File: config.mk
export PLATFORM = sky130hd
export DESIGN_NAME = pe_loader
export DESIGN_NICKNAME = d
export VERILOG_FILES = /design/src/rtl/pe_loader_pkg.sv /design/src/rtl/pe_loader_buf.sv /design/src/rtl/pe_loader.sv
export SDC_FILE = /design/constraint.sdc
export NUM_CORES = 1
export LEC_CHECK = 0
export ABC_AREA = 1
export CAP_MARGIN = 5
export CELL_PAD_IN_SITES_DETAIL_PLACEMENT = 2
export CELL_PAD_IN_SITES_GLOBAL_PLACEMENT = 2
export CORE_UTILIZATION = 36
export CTS_BUF_LIST = sky130_fd_sc_hd__clkbuf_16
export DETAILED_ROUTE_END_ITERATION = 7
export GPL_ROUTABILITY_DRIVEN = 0
export PLACE_DENSITY = 0.72
export SYNTH_ARGS = -nofsm -noshare
export SYNTH_HDL_FRONTEND = slang
export SYNTH_SLANG_ARGS = --single-unit
export TNS_END_PERCENT = 10
File: constraint.sdc
create_clock -name clk -period 4.4 [get_ports clk]
set_input_delay 0.88 -clock clk [delete_from_list [all_inputs] [get_ports clk]]
set_output_delay 0.88 -clock clk [all_outputs]
set_load 0.02 [all_outputs]
File: src/rtl/pe_loader_pkg.sv
// Shared widths and helpers for the PE load initiator.
package pe_loader_pkg;

    localparam int INST_WIDTH = 32;
    localparam int DATA_WIDTH = 16;
    localparam int CPLX_WIDTH = DATA_WIDTH * 2;

    // Saturate a requested transfer count at the buffer depth.
    function automatic int unsigned clamp_cnt(input int unsigned cnt, input int unsigned limit);
        return (cnt > limit) ? limit : cnt;
    endfunction

endpackage

File: src/rtl/pe_loader_buf.sv
// Small register file: synchronous write, combinational read, storage not reset.
module pe_loader_buf #(
    parameter int WIDTH = 32,
    parameter int DEPTH = 8
) (
    input  logic                     clk,
    input  logic                     wr_en,
    input  logic [$clog2(DEPTH)-1:0] wr_addr,
    input  logic [WIDTH-1:0]         wr_data,
    input  logic [$clog2(DEPTH)-1:0] rd_addr,
    output logic [WIDTH-1:0]         rd_data
);

    logic [WIDTH-1:0] mem_q [DEPTH];

    // Storage update; contents survive reset on purpose.
    always_ff @(posedge clk) begin
        if (wr_en) begin
            mem_q[wr_addr] <= wr_data;
        end
    end

    assign rd_data = mem_q[rd_addr];

endmodule

File: src/rtl/pe_loader.sv
// PE load initiator: streams preloaded instructions, waits a fixed gap,
// then streams preloaded complex data words into one PE.
module pe_loader
    import pe_loader_pkg::*;
#(
    parameter int INST_DEPTH = 8,
    parameter int DATA_DEPTH = 16,
    parameter int GAP_CYCLES = 2,
    parameter int IAW        = $clog2(INST_DEPTH),
    parameter int DAW        = $clog2(DATA_DEPTH)
) (
    input  logic                  clk,
    input  logic                  rst,
    input  logic                  inst_wr_en,
    input  logic [IAW-1:0]        inst_wr_addr,
    input  logic [INST_WIDTH-1:0] inst_wr_data,
    input  logic                  data_wr_en,
    input  logic [DAW-1:0]        data_wr_addr,
    input  logic [CPLX_WIDTH-1:0] data_wr_data,
    input  logic                  start,
    input  logic [IAW:0]          inst_cnt,
    input  logic [DAW:0]          data_cnt,
    output logic                  inst_out_v,
    output logic [INST_WIDTH-1:0] inst_out,
    output logic                  dout_pe_v,
    output logic [CPLX_WIDTH-1:0] dout_pe,
    output logic                  busy,
    output logic                  done
);

    // state | meaning
    // IDLE  | waiting for start, buffers writable
    // INST  | one instruction word presented per cycle
    // GAP   | idle gap between instructions and data (down-counter)
    // DATA  | one data word presented per cycle
    // FIN   | done pulse, busy low, back to IDLE next cycle
    typedef enum logic [2:0] {
        IDLE = 3'd0,
        INST = 3'd1,
        GAP  = 3'd2,
        DATA = 3'd3,
        FIN  = 3'd4
    } state_e;

    localparam int XW = ((IAW > DAW) ? IAW : DAW) + 1;
    localparam int GW = (GAP_CYCLES < 2) ? 1 : $clog2(GAP_CYCLES);
    localparam logic [GW-1:0] GAP_LOAD = (GAP_CYCLES > 0) ? GW'(GAP_CYCLES - 1) : '0;

    state_e                state_q, state_d;
    logic [XW-1:0]         idx_q, idx_d;
    logic [GW-1:0]         gap_q, gap_d;
    logic [IAW:0]          n_q, n_d;
    logic [DAW:0]          m_q, m_d;
    logic                  inst_v_q, inst_v_d;
    logic [INST_WIDTH-1:0] inst_q, inst_d;
    logic                  data_v_q, data_v_d;
    logic [CPLX_WIDTH-1:0] data_q, data_d;
    logic                  busy_q, busy_d;
    logic                  done_q, done_d;

    logic [IAW:0]          start_n;
    logic [DAW:0]          start_m;
    logic                  inst_wr_ok, data_wr_ok;
    logic [IAW-1:0]        inst_rd_addr;
    logic [DAW-1:0]        data_rd_addr;
    logic [INST_WIDTH-1:0] inst_rd_data, inst_word;
    logic [CPLX_WIDTH-1:0] data_rd_data, data_word;
    logic                  to_inst, to_gap, to_data, to_fin;

    assign start_n = (IAW+1)'(clamp_cnt(32'(inst_cnt), 32'(INST_DEPTH)));
    assign start_m = (DAW+1)'(clamp_cnt(32'(data_cnt), 32'(DATA_DEPTH)));

    // Host writes only land while no sequence is running.
    assign inst_wr_ok = inst_wr_en & ~busy_q;
    assign data_wr_ok = data_wr_en & ~busy_q;

    // The first word of each phase is fetched from entry 0 before the phase starts.
    assign inst_rd_addr = (state_q == INST) ? idx_q[IAW-1:0] : '0;
    assign data_rd_addr = (state_q == DATA) ? idx_q[DAW-1:0] : '0;

    // Forward a same-cycle write so a start coincident with a write streams the new value.
    assign inst_word = (inst_wr_ok && (inst_wr_addr == inst_rd_addr)) ? inst_wr_data : inst_rd_data;
    assign data_word = (data_wr_ok && (data_wr_addr == data_rd_addr)) ? data_wr_data : data_rd_data;

    pe_loader_buf #(
        .WIDTH (INST_WIDTH),
        .DEPTH (INST_DEPTH)
    ) u_ibuf (
        .clk     (clk),
        .wr_en   (inst_wr_ok),
        .wr_addr (inst_wr_addr),
        .wr_data (inst_wr_data),
        .rd_addr (inst_rd_addr),
        .rd_data (inst_rd_data)
    );

    pe_loader_buf #(
        .WIDTH (CPLX_WIDTH),
        .DEPTH (DATA_DEPTH)
    ) u_dbuf (
        .clk     (clk),
        .wr_en   (data_wr_ok),
        .wr_addr (data_wr_addr),
        .wr_data (data_wr_data),
        .rd_addr (data_rd_addr),
        .rd_data (data_rd_data)
    );

    // Next-state and next-output decode; every output is computed one cycle ahead.
    always_comb begin
        state_d  = state_q;
        idx_d    = idx_q;
        gap_d    = gap_q;
        n_d      = n_q;
        m_d      = m_q;
        inst_v_d = 1'b0;
        inst_d   = '0;
        data_v_d = 1'b0;
        data_d   = '0;
        busy_d   = 1'b0;
        done_d   = 1'b0;
        to_inst  = 1'b0;
        to_gap   = 1'b0;
        to_data  = 1'b0;
        to_fin   = 1'b0;

        case (state_q)
            IDLE: begin
                if (start) begin
                    n_d = start_n;
                    m_d = start_m;
                    if (start_n != '0) begin
                        to_inst = 1'b1;
                    end else if (start_m != '0) begin
                        to_data = 1'b1;
                    end else begin
                        to_fin = 1'b1;
                    end
                end
            end
            INST: begin
                if (idx_q < XW'(n_q)) begin
                    to_inst = 1'b1;
                end else if (m_q == '0) begin
                    to_fin = 1'b1;
                end else if (GAP_CYCLES > 0) begin
                    to_gap = 1'b1;
                end else begin
                    to_data = 1'b1;
                end
            end
            GAP: begin
                if (gap_q == '0) begin
                    to_data = 1'b1;
                end else begin
                    gap_d  = gap_q - GW'(1);
                    busy_d = 1'b1;
                end
            end
            DATA: begin
                if (idx_q < XW'(m_q)) begin
                    to_data = 1'b1;
                end else begin
                    to_fin = 1'b1;
                end
            end
            FIN: begin
                state_d = IDLE;
            end
            default: begin
                state_d = IDLE;
            end
        endcase

        if (to_inst) begin
            state_d  = INST;
            busy_d   = 1'b1;
            inst_v_d = 1'b1;
            inst_d   = inst_word;
            idx_d    = (state_q == INST) ? idx_q + XW'(1) : XW'(1);
        end
        if (to_gap) begin
            state_d = GAP;
            busy_d  = 1'b1;
            gap_d   = GAP_LOAD;
            idx_d   = '0;
        end
        if (to_data) begin
            state_d  = DATA;
            busy_d   = 1'b1;
            data_v_d = 1'b1;
            data_d   = data_word;
            idx_d    = (state_q == DATA) ? idx_q + XW'(1) : XW'(1);
        end
        if (to_fin) begin
            state_d = FIN;
            done_d  = 1'b1;
            idx_d   = '0;
        end
    end

    // State, counters and registered outputs; reset clears outputs immediately.
    always_ff @(posedge clk or posedge rst) begin
        if (rst) begin
            state_q  <= IDLE;
            idx_q    <= '0;
            gap_q    <= '0;
            n_q      <= '0;
            m_q      <= '0;
            inst_v_q <= 1'b0;
            inst_q   <= '0;
            data_v_q <= 1'b0;
            data_q   <= '0;
            busy_q   <= 1'b0;
            done_q   <= 1'b0;
        end else begin
            state_q  <= state_d;
            idx_q    <= idx_d;
            gap_q    <= gap_d;
            n_q      <= n_d;
            m_q      <= m_d;
            inst_v_q <= inst_v_d;
            inst_q   <= inst_d;
            data_v_q <= data_v_d;
            data_q   <= data_d;
            busy_q   <= busy_d;
            done_q   <= done_d;
        end
    end

    assign inst_out_v = inst_v_q;
    assign inst_out   = inst_q;
    assign dout_pe_v  = data_v_q;
    assign dout_pe    = data_q;
    assign busy       = busy_q;
    assign done       = done_q;

endmodule

==> flow_summary.yaml <==
sta:
  setup_viol: 0
  skew_ns: 0.0292
  fin_ws_ns: 1.04
  setup_tns_ns: 0
  rsz0062_at_grt: "no"
  finalMaxSlewViolations: 0
  tightest_slew_ns: 1.18
  fin_crit_ns: 3.36
  slew_headroom: 0.213
  fin_crit_sh: 0.763
  fmax_mhz: 298
  hold_violations: 0
clock_tree:
  h-tree-depth: 3
  cts_setup_buffers: 0
  cts_buffers: 93
  cts_root_buf: "clkbuf_16"
  cts_tree: "built"
  cts_sinks: 854
  cts.repair.resized: 0
  worstSkewPairLatency_ns: 0.67
  postCtsHoldBufs: 0
  cts_buffer_depth: 3
  path_clk_slew_ns: 0.06
synthesis:
  yosysWarnings: 0
  synth_largest_area_cell: "edfxtp_1"
  synth_edf_count: 768
  synth_top_area_frac: 0.651
  yosys-top-cells-count: "768 x edfxtp_1, 733 x nand3_1, 711 x nand2_1, 299 x nor2_1, 170 x inv_1"
  synth_most_common_cell: "edfxtp_1"
  ys_ff_latch: 854
  synth_area_leaders: "edfxtp_1 65%, nand3_1 10%, nand2_1 7.5%"
  syn_area_sq_um: 35400
  avgSynthCellArea_sq_um: 11.1
  synth_ff_type: "edfxtp_1"
  async_flop_share: 0.101
  yosysUniqueCellTypes: 25
  netlist_instances: 3182
  yosysSeqAreaShare: 0.712
  syn_nets: 3275
layout:
  num-fill-cells: 9866
  syn_to_final_growth_pct: 16.9
  layout-drive-gt1-share: 0.0689
  layout.nets: 3384
floorplan:
  initial_core_util: 0.365
  dieArea_sq_um: 99700
  die_h_microns: 316
  coreArea_sq_um: 97100
  ioPinCount: 153
  die_w_microns: 316
  rows: 114
setup_path:
  endpoint_kind: "flop"
  cp-start-kind: "flop"
  critical_path.max_fanout: 93
  cp.arrival_ns: 3.87
  rrSetupSlack_ns: 1.04
  required_ns: 4.91
  critPathLaunch: "idx_q[0]"
  r2r-end: "dout_pe[12]"
  reg2reg_from: "idx_q[0]"
  critical_path_class: "flop to flop"
  reg2regPathDepth: 9
drt:
  wl_per_cell_microns: 25.7
  drtIter0Drc: 2041
  drc: 0
  via_count: 25500
  ant_nets: 0
  viasPerCell: 5.50
  wl_mm: 119
  drt_first_pass_iters: 5
power:
  p_per_area_nw_per_um2: 575
  p_leak_nw: 15.4
  peakVddDrop_uv: 551
hold_path:
  whs_endpoint: "state_q[1]"
  hold_depth: 2
  hp-class: "flop to flop"
  holdCritStartpoint: "gap_q"
job:
  drv_cap: 0
global_routing:
  grt_pass1_vias: 28300
  overflow: 0
  grt_pass1_wl_mm: 179
  grt_max_degree: 140
  antenna_found_initial: 6
  grtUsageTotal: 0.240
placed_design:
  pre_cts_ws_ns: 0.665
  dpl.hpwl_mm: 68.9
  io_buffers: 152
outcome:
  outcome: "complete, no violations"
## kinds of logic after synthesis
logic type | synth area share
buf+inv | 0.0443
compound gates | 0.0207
xor+xnor | 0.000742
flops | 0.712
fa+ha+maj | 0.00282
simple gates | 0.220
## worst max-delay path, stage by stage (launching register included)
cell and delay [ns]:
dfrtp_4 0.50, buf_4 0.77, buf_4 0.97, nor2_1 0.15, nor2_1 0.20, nand2_1 0.09, nand3_1 0.09, nand3_1 0.10
nand2_1 0.11, a21oi_1 0.08
## layer usage
metal  up-vias  track usage  share of wire
met4         4       0.0726          0.023
met2       742        0.417           0.51
met5         -            0        0.00018
li1      11300            -              -
met3       199       0.0376          0.054
met1     13300        0.307           0.42
## through the flow
stage / cells / hold slack (ns) / cell area [sq um] / utilization / power, mW
after detailed placement: 4472 / 0.515 / 38600 / 0.398 / 16.7
after global routing: 4644 / 0.561 / 41400 / 0.426 / 25.0
after global placement: 4472 / 0.495 / 38600 / 0.398 / 16.3
final: 4644 / 0.527 / 41400 / 0.426 / 23.8
after CTS: 4643 / 0.530 / 41400 / 0.426 / 24.0
after floorplan: 3182 / 0.453 / 35400 / - / 14.0
## state kept, by name, summed over array words and instances, names as in the netlist
register and count:
inst_out_v 1, u_dbuf.mem_q 512, gap_q 1, idx_q 5
n_q 4, m_q 5, state_q 3, done 1
dout_pe_v 1, dout_pe 32, u_ibuf.mem_q 256, busy 1
inst_out 32
## cell type report
| cell class | instances | area (sq um) | area share |
|---|---|---|---|
| Antenna cell | 1 | 2.50 | 0.0000604 |
| Clock buffer | 95 | 2380 | 0.0574 |
| Clock inverter | 76 | 395 | 0.00954 |
| Inverter | 175 | 662 | 0.0160 |
| Multi-Input combinational cell | 1951 | 8880 | 0.214 |
| Sequential cell | 854 | 25200 | 0.609 |
| Tap cell | 1276 | 1600 | 0.0385 |
| Timing Repair Buffer | 216 | 2290 | 0.0553 |
## layout by cell type, fill, tap and decap left out, types with 7 or more instances in the layout
| master | Yosys | layout |
|---|---|---|
| a21oi_1 | 100 | 100 |
| buf_12 | 0 | 23 |
| buf_4 | 1 | 41 |
| clkbuf_16 | 0 | 95 |
| clkdlybuf4s50_1 | 0 | 152 |
| clkinv_1 | 0 | 22 |
| clkinv_2 | 0 | 15 |
| dfrtp_1 | 86 | 85 |
| edfxtp_1 | 768 | 768 |
| ha_1 | 8 | 8 |
| inv_1 | 170 | 200 |
| nand2_1 | 711 | 707 |
| nand3_1 | 733 | 731 |
| nand4_1 | 36 | 36 |
| nor2_1 | 299 | 275 |
| nor2_4 | 2 | 29 |
| o21ai_0 | 7 | 7 |
| o21ai_1 | 37 | 36 |
## where the power goes
group / total (mW) / leakage, nW / switching [mW] / internal, mW
logic: 7.05 / 5.83 / 5.14 / 1.92
registers: 9.49 / 8.06 / 0.227 / 9.26
clock network: 7.26 / 1.49 / 3.25 / 4.01
total: 23.8 / 15.4 / 8.62 / 15.2
## worst max-delay path by stage
stage | endpoint | depth (start not counted)
after floorplan | busy | 1
after global placement | u_dbuf.mem_q[14][7] | 6
after detailed placement | u_dbuf.mem_q[11][7] | 6
after CTS | dout_pe[12] | 9
after global routing | dout_pe[12] | 9
final | dout_pe[12] | 9
(Power assumes the default switching activity.)
